$ cat src/rtl/blake_round_ctrl_pkg.sv
// ----------------------------------------------------------------------------
// blake_pkg
// Shared definitions for the BLAKE-512 round sequencer: controller state
// encoding, round geometry constants and the message-permutation selector.
// Ports: none (package).
// ----------------------------------------------------------------------------
package blake_pkg;

    localparam int STEPS_PER_ROUND = 8;
    localparam int SIGMA_PERIOD    = 10;
    localparam int IDX_W           = 7;

    typedef enum logic [2:0] {
        ST_IDLE,
        ST_INIT,
        ST_RUN,
        ST_FINAL,
        ST_DONE
    } state_t;

    // The ten sigma permutations repeat, so rounds 10..15 reuse 0..5.
    // A single conditional subtract is enough because round < 16 < 2*10.
    function automatic logic [3:0] sigma_of(input logic [3:0] round);
        return (round >= 4'(SIGMA_PERIOD)) ? round - 4'(SIGMA_PERIOD) : round;
    endfunction

endpackage

$ cat src/rtl/blake_round_ctrl_if.sv
// ----------------------------------------------------------------------------
// blake_round_ctrl_if
// Bundle between the hash top-level / datapath and the round sequencer.
//   start        : request to compress one block (host -> controller)
//   ready        : controller idle, start is accepted
//   init_load    : pulse, load v[0..15]
//   g_valid      : one G step issued this cycle
//   counter_idx  : {round, step} of the issued step (state mux select)
//   sigma_round  : message permutation select for the issued step
//   wb_en/wb_idx : G result write-back strobe and the step it belongs to
//   final_en     : pulse, compute h'
//   done         : pulse, block complete
// Modports: master = host/datapath side, slave = controller side.
// ----------------------------------------------------------------------------
interface blake_round_ctrl_if;
    import blake_pkg::*;

    logic             start;
    logic             ready;
    logic             init_load;
    logic             g_valid;
    logic [IDX_W-1:0] counter_idx;
    logic [3:0]       sigma_round;
    logic             wb_en;
    logic [IDX_W-1:0] wb_idx;
    logic             final_en;
    logic             done;

    modport master (
        output start,
        input  ready, init_load, g_valid, counter_idx, sigma_round,
        input  wb_en, wb_idx, final_en, done
    );

    modport slave (
        input  start,
        output ready, init_load, g_valid, counter_idx, sigma_round,
        output wb_en, wb_idx, final_en, done
    );

endinterface

$ cat src/rtl/blake_round_ctrl_inflight_pipe.sv
// ----------------------------------------------------------------------------
// blake_inflight_pipe
// G_LAT-deep shift register of {valid, idx} tracking G steps in flight.
//   clk      : clock
//   flush    : synchronous clear of every stage
//   in_valid : a G step is issued this cycle
//   in_idx   : index of that step
//   wb_en    : output stage valid (result ready for write-back)
//   wb_idx   : index held in the output stage
//   empty    : no step will remain in flight after the next clock edge
// ----------------------------------------------------------------------------
module blake_inflight_pipe
    import blake_pkg::*;
#(
    parameter int G_LAT = 2
) (
    input  logic             clk,
    input  logic             flush,
    input  logic             in_valid,
    input  logic [IDX_W-1:0] in_idx,
    output logic             wb_en,
    output logic [IDX_W-1:0] wb_idx,
    output logic             empty
);

    logic [G_LAT-1:0] vld;
    logic [IDX_W-1:0] idx [G_LAT];

    // Idle stages carry a zero index so wb_idx is 0 whenever wb_en is low.
    always_ff @(posedge clk) begin
        if (flush) begin
            vld <= '0;
            for (int i = 0; i < G_LAT; i++) idx[i] <= '0;
        end else begin
            vld[0] <= in_valid;
            idx[0] <= in_valid ? in_idx : '0;
            for (int i = 1; i < G_LAT; i++) begin
                vld[i] <= vld[i-1];
                idx[i] <= idx[i-1];
            end
        end
    end

    assign wb_en  = vld[G_LAT-1];
    assign wb_idx = idx[G_LAT-1];

    // The output stage retires this cycle, so it does not count. The step
    // entering now does, which lets the controller issue in the cycle
    // right after a write-back.
    always_comb begin
        empty = !in_valid;
        for (int i = 0; i < G_LAT - 1; i++) begin
            if (vld[i]) empty = 1'b0;
        end
    end

endmodule

$ cat src/rtl/blake_round_ctrl.sv
// ----------------------------------------------------------------------------
// blake_round_ctrl
// Round sequencer for the single-G-core BLAKE-512 compression datapath:
// init pulse, 8*ROUNDS G-step issues with write-back strobes, final pulse,
// done pulse.
//   clk : clock (rising edge)
//   rst : synchronous active-high reset
//   bus : blake_round_ctrl_if.slave (start/ready handshake, datapath strobes)
// Parameters: ROUNDS (1..16), G_LAT (>=1).
// Build option: BLAKE_HALFROUND_OVERLAP_EN lets the four steps of a
// half-round issue back to back instead of waiting for each write-back.
// ----------------------------------------------------------------------------
module blake_round_ctrl
    import blake_pkg::*;
#(
    parameter int ROUNDS = 16,
    parameter int G_LAT  = 2
) (
    input  logic             clk,
    input  logic             rst,
    blake_round_ctrl_if.slave bus
);

    localparam int               TOTAL_STEPS = STEPS_PER_ROUND * ROUNDS;
    localparam logic [IDX_W:0]   TOTAL       = TOTAL_STEPS[IDX_W:0];
    localparam logic [IDX_W-1:0] LAST_IDX    = TOTAL_STEPS[IDX_W-1:0] - 1'b1;

    state_t           state, state_next;
    logic [IDX_W:0]   issue_cnt;
    logic             issue;
    logic             pipe_empty;
    logic             wb_en_i;
    logic [IDX_W-1:0] wb_idx_i;

    logic             init_load_q;
    logic             g_valid_q;
    logic [IDX_W-1:0] counter_idx_q;
    logic [3:0]       sigma_q;
    logic             final_q;
    logic             done_q;

    // Next state and the issue decision. Step 0 is issued straight out of
    // INIT; afterwards each step waits for the tracker to drain, except that
    // the overlap build only makes half-round openers wait.
    always_comb begin
        state_next = state;
        issue      = 1'b0;
        case (state)
            ST_IDLE:  if (bus.start) state_next = ST_INIT;
            ST_INIT: begin
                state_next = ST_RUN;
                issue      = 1'b1;
            end
            ST_RUN: begin
                if (issue_cnt < TOTAL) begin
`ifdef BLAKE_HALFROUND_OVERLAP_EN
                    issue = pipe_empty || (issue_cnt[1:0] != 2'd0);
`else
                    issue = pipe_empty;
`endif
                end
                if (wb_en_i && (wb_idx_i == LAST_IDX)) state_next = ST_FINAL;
            end
            ST_FINAL: state_next = ST_DONE;
            ST_DONE:  state_next = ST_IDLE;
            default:  state_next = ST_IDLE;
        endcase
    end

    // State register and registered outputs. Pulses are decoded from the
    // next state so they line up with the state they belong to.
    always_ff @(posedge clk) begin
        if (rst) begin
            state         <= ST_IDLE;
            issue_cnt     <= '0;
            init_load_q   <= 1'b0;
            g_valid_q     <= 1'b0;
            counter_idx_q <= '0;
            sigma_q       <= '0;
            final_q       <= 1'b0;
            done_q        <= 1'b0;
        end else begin
            state       <= state_next;
            init_load_q <= (state_next == ST_INIT);
            final_q     <= (state_next == ST_FINAL);
            done_q      <= (state_next == ST_DONE);
            g_valid_q   <= issue;
            sigma_q     <= issue ? sigma_of(issue_cnt[IDX_W-1:3]) : 4'd0;

            if (state_next != ST_RUN)
                counter_idx_q <= '0;
            else if (issue)
                counter_idx_q <= issue_cnt[IDX_W-1:0];

            if (state == ST_IDLE)
                issue_cnt <= '0;
            else if (issue)
                issue_cnt <= issue_cnt + 1'b1;
        end
    end

    blake_inflight_pipe #(
        .G_LAT (G_LAT)
    ) u_pipe (
        .clk      (clk),
        .flush    (rst),
        .in_valid (g_valid_q),
        .in_idx   (counter_idx_q),
        .wb_en    (wb_en_i),
        .wb_idx   (wb_idx_i),
        .empty    (pipe_empty)
    );

    assign bus.ready       = (state == ST_IDLE);
    assign bus.init_load   = init_load_q;
    assign bus.g_valid     = g_valid_q;
    assign bus.counter_idx = counter_idx_q;
    assign bus.sigma_round = sigma_q;
    assign bus.wb_en       = wb_en_i;
    assign bus.wb_idx      = wb_idx_i;
    assign bus.final_en    = final_q;
    assign bus.done        = done_q;

endmodule

$ cat src/flat_wrapper.sv
// flat-port wrapper written by rule: the top's interface ports become plain ports
module blake_round_ctrl_flat import blake_pkg::*;
#(
    parameter int ROUNDS = 16,
    parameter int G_LAT  = 2
)
  (clk, rst, bus_start, bus_ready, bus_init_load, bus_g_valid, bus_counter_idx, bus_sigma_round, bus_wb_en, bus_wb_idx, bus_final_en, bus_done);
  blake_round_ctrl_if bus_i ();
  input  logic clk;
  input  logic rst;
  input wire logic [$bits(bus_i.start)-1:0] bus_start;
  output wire logic [$bits(bus_i.ready)-1:0] bus_ready;
  output wire logic [$bits(bus_i.init_load)-1:0] bus_init_load;
  output wire logic [$bits(bus_i.g_valid)-1:0] bus_g_valid;
  output wire logic [$bits(bus_i.counter_idx)-1:0] bus_counter_idx;
  output wire logic [$bits(bus_i.sigma_round)-1:0] bus_sigma_round;
  output wire logic [$bits(bus_i.wb_en)-1:0] bus_wb_en;
  output wire logic [$bits(bus_i.wb_idx)-1:0] bus_wb_idx;
  output wire logic [$bits(bus_i.final_en)-1:0] bus_final_en;
  output wire logic [$bits(bus_i.done)-1:0] bus_done;
  assign bus_i.start = bus_start;
  assign bus_ready = bus_i.ready;
  assign bus_init_load = bus_i.init_load;
  assign bus_g_valid = bus_i.g_valid;
  assign bus_counter_idx = bus_i.counter_idx;
  assign bus_sigma_round = bus_i.sigma_round;
  assign bus_wb_en = bus_i.wb_en;
  assign bus_wb_idx = bus_i.wb_idx;
  assign bus_final_en = bus_i.final_en;
  assign bus_done = bus_i.done;
  blake_round_ctrl #(.ROUNDS(ROUNDS), .G_LAT(G_LAT)) u_core (.clk(clk), .rst(rst), .bus(bus_i));
endmodule
$ cat config.mk
export PLATFORM = sky130hd
export DESIGN_NAME = blake_round_ctrl_flat
export DESIGN_NICKNAME = d
export VERILOG_FILES = /design/src/rtl/blake_round_ctrl_pkg.sv /design/src/rtl/blake_round_ctrl_if.sv /design/src/rtl/blake_round_ctrl_inflight_pipe.sv /design/src/rtl/blake_round_ctrl.sv /design/src/flat_wrapper.sv
export SDC_FILE = /design/constraint.sdc
export NUM_CORES = 1
export LEC_CHECK = 0
export ABC_AREA = 1
export ABC_CLOCK_PERIOD_IN_PS = 1100
export CORE_MARGIN = 3
export CORE_UTILIZATION = 35
export DETAILED_ROUTE_END_ITERATION = 12
export PLACE_DENSITY = 0.61
export SETUP_SLACK_MARGIN = 0.05
export SYNTH_ARGS = -nofsm -noshare
export SYNTH_HDL_FRONTEND = slang
export SYNTH_HIERARCHICAL = 1
export SYNTH_SLANG_ARGS = --single-unit
$ cat constraint.sdc
create_clock -name clk -period 1.1 [get_ports clk]
set_input_delay 0.165 -clock clk [delete_from_list [all_inputs] [get_ports clk]]
set_output_delay 0.165 -clock clk [all_outputs]
set_load 0.05 [all_outputs]
# == Word-level counts from Yosys, hierarchy flattened ==
# Memory sizes are Yosys's and may differ from the RTL's.
# Cells that the tools add are included.
# totals
regBits,28
ram_bits,14
out_inout_bits,24
elab_cells,44
memories,1
# classes
n_addsub,2
magnitude_cmp,2
eq_ne,8
mux,13
bitwise,3
n_reduce_logical,6
# mem_list
name,depth,width,read_ports,rd_ports_with_merged_regs,wr,line,text
u_core.u_pipe.idx,2,7,2,0,2,blake_round_ctrl_inflight_pipe.sv:27,logic [IDX_W-1:0] idx [G_LAT];
# ops
cell,n
$mux W7,3
$pmux W3 S4,1
$eq A3 B2 Y1 const B,3
$add A8 B1 Y8 const B,1
$lt A8 B8 Y1 const B,1
$eq A7 B7 Y1 const B,1
$eq A3 B1 Y1 const B,2
$mux W3,2
$reduce_or A2 Y1,3
$mux W1,5
$ge A4 B4 Y1 const B,1
$mux W4,1
$sub A4 B4 Y4 const B,1
$eq A3 B3 Y1 const B,1
$logic_not A3 Y1,1
$ne A3 B2 Y1 const B,1
$or A1 B1 Y1,2
$pmux W1 S2,1
$logic_and A1 B1 Y1,1
$logic_not A1 Y1,1
$not A1 Y1,1

# == Logic depth before layout (Yosys ltp) ==
# logic_depth
ltp_word,6
mapped_depth,8
ltp_nobuf,8

# == Hierarchy ==
# Netlist, hierarchy kept.
# modules_own_cells
module,n_inst,cells_per_inst,area_each_um2,seq_area_each_um2
blake_round_ctrl,1,154,1148.6,520.5
blake_inflight_pipe,1,58,555.5,320.3

# == Worst setup path after synthesis ==
# OpenSTA, ideal clock, no wires.
# synth_timing
path_kind,reg2reg
start,reg u_core.state[2]
end,reg u_core.counter_idx_q[0] (netlist: u_core/bus.counter_idx[0])
setup_ns,0.118
arrival_ns,2.058
t_required_ns,0.982
path_slack_ns,-1.076
stages_incl_launch_ff,5
period_less_slack_ns,2.176
path_cell_list,dfxtp_1 > nor3_1 > nand2_1 > nand3_2 > nor2_1
# synth_between
elab_chain_cells,4
# synth_lines
element,line,text
from (decl),blake_round_ctrl.sv:28,"state_t state, state_next;"
from (signal assigned),blake_round_ctrl.sv:83,state <= state_next;
$logic_not A3 Y1,n/a,
named net bus_ready,flat_wrapper.sv:12,output wire logic [$bits(bus_i.ready)-1:0] bus_ready;
$pmux W3 S4,blake_round_ctrl.sv:48,case (state)
$ne A3 B2 Y1,blake_round_ctrl.sv:90,if (state_next != ST_RUN)
$reduce_or A2 Y1 (no line),n/a,
to (signal assigned),blake_round_ctrl.sv:93,counter_idx_q <= issue_cnt[IDX_W-1:0];
to (decl),blake_round_ctrl.sv:37,logic [IDX_W-1:0] counter_idx_q;
# The timed path passes the listed nets, and every way through them passes these cells.
# A chain may end at the register's enable or synchronous reset.

# == Worst setup path in the final report ==
# layout_timing
start,reg u_core.state[2]
end,out bus_ready
# layout_between
elab_chain_cells,1
# layout_lines
element,line,text
$logic_not A3 Y1,blake_round_ctrl.sv:114,assign bus.ready = (state == ST_IDLE);
to (decl),flat_wrapper.sv:12,
# Every way passes these cells.

==> results.md <==
- The run finished, with violations left.
- The checks that failed: negative setup slack.
- The area growth from synthesis to layout is 74.1%.
- The worst clock skew on the final layout is 0.00167 ns.
- 0 antenna diodes ended up in the layout.
- In the finished design, the share of the clock period the worst path needs comes to 118%.
- In this run the mean area of a mapped cell was 8.04 um2.
- The number of nets at the end of the flow is 276.
- The die width is 75.8 um.
- For the worst-skew pair, the clock arrives at the later sink with an insertion delay of 0.29 ns.
- The clock tree from TritonCTS is yes.
- The sequential fraction of design power is 48.9%.
- Across the run, the number of max-cap violations was 0.
- The die area is 5740 um2.
- The first-pass GRT wire length is 6580 um.
- The count of boundary I/O pins is 27.
- The biggest area consumer among synthesized cells is dfxtp_1.
- In this run the most critical hold path is launched from u_core/u_pipe/idx[0][3].
- The detailed-route via count is 1,455.
- The layout cell share with drive strength beyond 1 is 58.0%.
- In this run the number of H-tree levels came out at 2.
- The part of the total power dissipated in the clock network is 35.6%.
- The gate count of the mapped netlist is 212.
- The final-layout setup total negative slack is -3.34 ns.
- The count of endpoints failing hold in the final timing report is 0.
- By startpoint and endpoint, the worst setup path is classified as reg2out.
- The average routed wire per standard cell is 11.8 um.
- In the synthesized netlist the async set-or-reset flop fraction comes to 0%.
- The number of warnings printed during yosys synthesis is 6.
- The slew at the pin closest to its max-slew limit is 0.321 ns.
- The height of the die is 75.8 um.
- OpenSTA, run right after detailed placement, puts the worst setup slack at -0.129 ns.
- The share of synthesized area in the top cell type comes to 49.3%.
- At the end of the flow the core is filled with cells to 65.4%.
- The reg-to-reg endpoint is u_core/bus.counter_idx[3].
- For this run, the register share of the synthesized area comes to 49.3%.
- The static power due to leakage is 0.00118 uW.
- The most frequent cell after synthesis is nand2_1.
- The starting density of the core is 37.6%.
- The worst setup path is captured at an output pin.
- The worst min-delay path endpoint is u_core/u_pipe/idx[0][10].
- The largest vdd supply drop is 468 uV.
- No sink is reached through more buffers than the 2 on the longest clock path.
- In the global route stage, overall resource usage came out at 15.1%.
- The count of TritonRoute iterations in the first routing pass is 4.
- Based on the critical path, the design can be clocked at up to 0.772 GHz.
- The clock tree root driver cell is clkbuf_8.
- Setup repair after global routing could not meet its margin everywhere.
- Data on the critical path is required at its endpoint by 0.94 ns.
- The total wire length after detailed routing is 3930 um.
- The number of buffers added on ports is 26.
- STA classifies the critical path startpoint as a flip-flop.
- For this run the aggregate overflow at the end of global routing stands at 0.
- The number of clock sinks is 42.
- Hold is met by 0.395 ns.
- The number of nets with antenna violations after detailed routing is 0.
- The floorplan has 24 rows.
- The distinct cell type count of the synthesized netlist is 27.
- Counting instances, the worst hold path has a depth of 2.
- The final critical delay including setup and external delays is 1.30 ns.
- The switching part of the total is 25.2%.
- The total core area is 4530 um2.
- The worst slew margin relative to its limit is 78.4%.
- The number of setup violations in the final report is 21.
- The maximum number of pins on one net before global-route repair is 14.
- The worst hold path belongs to the class reg2reg.
- The dominant register cell in the synthesized netlist is dfxtp_1.
- By area the synthesized netlist is led by dfxtp_1 (49%), nand2_1 (12%), inv_1 (5.7%), a21oi_1 (5.0%), nor2_1 (4.4%).
- The mapped netlist covers 1700 um2.
- The share of total power dissipated in combinational logic is 15.5%.
- Sorting the synthesized cells by how often they occur yields nand2_1 (53), dfxtp_1 (42), inv_1 (26).
- At the end of routability-driven placement, the weighted congestion stood at 0.751.
- Counting flops with a built-in enable in the synthesized netlist gives 0.
- The largest fanout of any net on the critical path is 2.
- The number of global-route vias before repair was 1,484.
- Data arrives at the worst endpoint at 1.13 ns.
- The setup slack of the critical path after layout is -0.196 ns.
- The reg2reg setup slack is -0.19 ns.
- TritonCTS created 5 clock buffers.
- The number of cells on the worst reg-to-reg path is 7.
- The initial antenna violation count is 0.
- The number of max-slew violations in the final report came to 0.
- The post-synthesis register bit count is 42.
- In the routed layout, each cell is associated on average with a via count of 4.36.
- The internal power contribution is 2380 uW.
- When the netlist entered floorplanning its net count stood at 219.
- The number of DRC violations after detailed-routing iteration 0 is 50.
- The count of unresolved DRC violations after routing is 0.
- After clock tree synthesis, the clock-pin slew on the worst setup and hold paths is 0.07 ns.
- For this design the ratio of total power to cell area is 1070 nW/um2.
- After filler insertion, the fill cell instance count of the layout stands at 339.
- Power comes to 3180 uW.
- The source of the worst register-to-register timing path is u_core/state[2].
- The net load switching power is 803 uW.
- Detailed placement finished with a half-perimeter wire length of 2670 um.
==> cells by family after synthesis <==
family | after synthesis | synth area share [%]
XOR/XNOR | 2 | 1.03
AO/OA/AOI/OAI | 21 | 6.83
flip-flops | 42 | 49.3
adder cells (fa/ha/maj) | 4 | 2.94
AND/OR/NAND/NOR | 100 | 27.1
buffers and inverters | 43 | 12.8
==> per-stage QoR <==
stage                     instances  instance area, um2
final                           334                2970
after CTS                       334                2820
after global routing            334                2970
after floorplan                 212                1770
after detailed placement        322                2490
after global placement          322                2490
==> placed cells by master, fill, tap and decap left out <==
master | netlist | routed
nand2_4 | 0 | 8
nor2_1 | 20 | 17
nand2_2 | 2 | 10
clkdlybuf4s50_1 | 0 | 2
nor3_4 | 0 | 1
a21oi_1 | 17 | 1
inv_4 | 0 | 1
ha_2 | 0 | 1
nand3_2 | 3 | 1
o21ai_0 | 2 | 1
dfxtp_1 | 42 | 21
clkbuf_16 | 0 | 2
or2_4 | 0 | 1
nand2_8 | 1 | 3
ha_1 | 4 | 1
nor2_2 | 6 | 8
buf_12 | 0 | 25
nor2_4 | 1 | 2
inv_1 | 26 | 23
nand4_1 | 1 | 1
xnor2_1 | 1 | 1
nand3_1 | 8 | 6
o21ai_2 | 0 | 2
buf_4 | 7 | 21
clkbuf_8 | 0 | 6
inv_6 | 1 | 2
a21oi_2 | 0 | 16
nand3_4 | 0 | 4
xor2_1 | 1 | 1
or2_0 | 1 | 1
inv_2 | 4 | 5
dfxtp_4 | 0 | 5
ha_4 | 0 | 2
dfxtp_2 | 0 | 16
nand2_1 | 53 | 35
nor4_1 | 2 | 2
o21ai_4 | 1 | 1
buf_6 | 3 | 13
==> how the worst max path moves through the flow <==
stage | from | end
after floorplan | u_core/state[0] | u_core/issue_cnt[0]
after global placement | rst | u_core/bus.counter_idx[3]
after detailed placement | rst | u_core/bus.counter_idx[2]
after CTS | u_core/state[2] | bus_ready
after global routing | u_core/state[2] | bus_ready
final | u_core/state[2] | bus_ready
==> power by group through the flow <==
stage / clock network, uW / registers [uW] / logic, uW
global route: 1230 / 1560 / 520
global placement: 0 / 1590 / 338
floorplan: 0 / 1620 / 181
detailed placement: 0 / 1590 / 344
CTS: 1160 / 1560 / 448
finish: 1130 / 1550 / 494
==> cell type report <==
cell class / count / area [um2] / share of cell area (%)
Multi-Input combinational cell: 127 / 920 / 31.0
Inverter: 31 / 129 / 4.34
Tap cell: 65 / 81.3 / 2.74
Sequential cell: 42 / 880 / 29.6
Clock buffer: 7 / 108 / 3.63
Timing Repair Buffer: 62 / 850 / 28.6
==> registers in the layout (all words and copies together), names as in the netlist <==
signal / count
u_core/state: 3
u_core/bus.done: 1
u_core/bus.counter_idx: 7
u_core/bus.init_load: 1
u_core/bus.sigma_round: 4
u_core/u_pipe/vld: 2
u_core/bus.final_en: 1
u_core/issue_cnt: 8
u_core/u_pipe/idx: 14
u_core/bus.g_valid: 1
==> critical path: stages (launching register included) <==
cell and delay, ns:
dfxtp_2 0.34, buf_6 0.12, nor3_4 0.14, buf_6 0.13, buf_12 0.12
==> metal layers <==
metal	up-vias	global-route usage [%]	wire, um	part of all wire, %
met5	-	0	0	0
met1	665	18.1	1690	43
met2	24	25.6	2070	53
met4	0	6.80	73	1.9
li1	757	-	-	-
met3	9	3.56	103	2.6
==> timing repair <==
action | in CTS | in global routing
hold buffers | 0 | 0
gates cloned | 1 | 0
gates resized for setup | 43 | 52
setup endpoints to repair | 26 | 38
pin swaps | 18 | 15
setup buffers | 4 | 1
(Power assumes the default switching activity.)
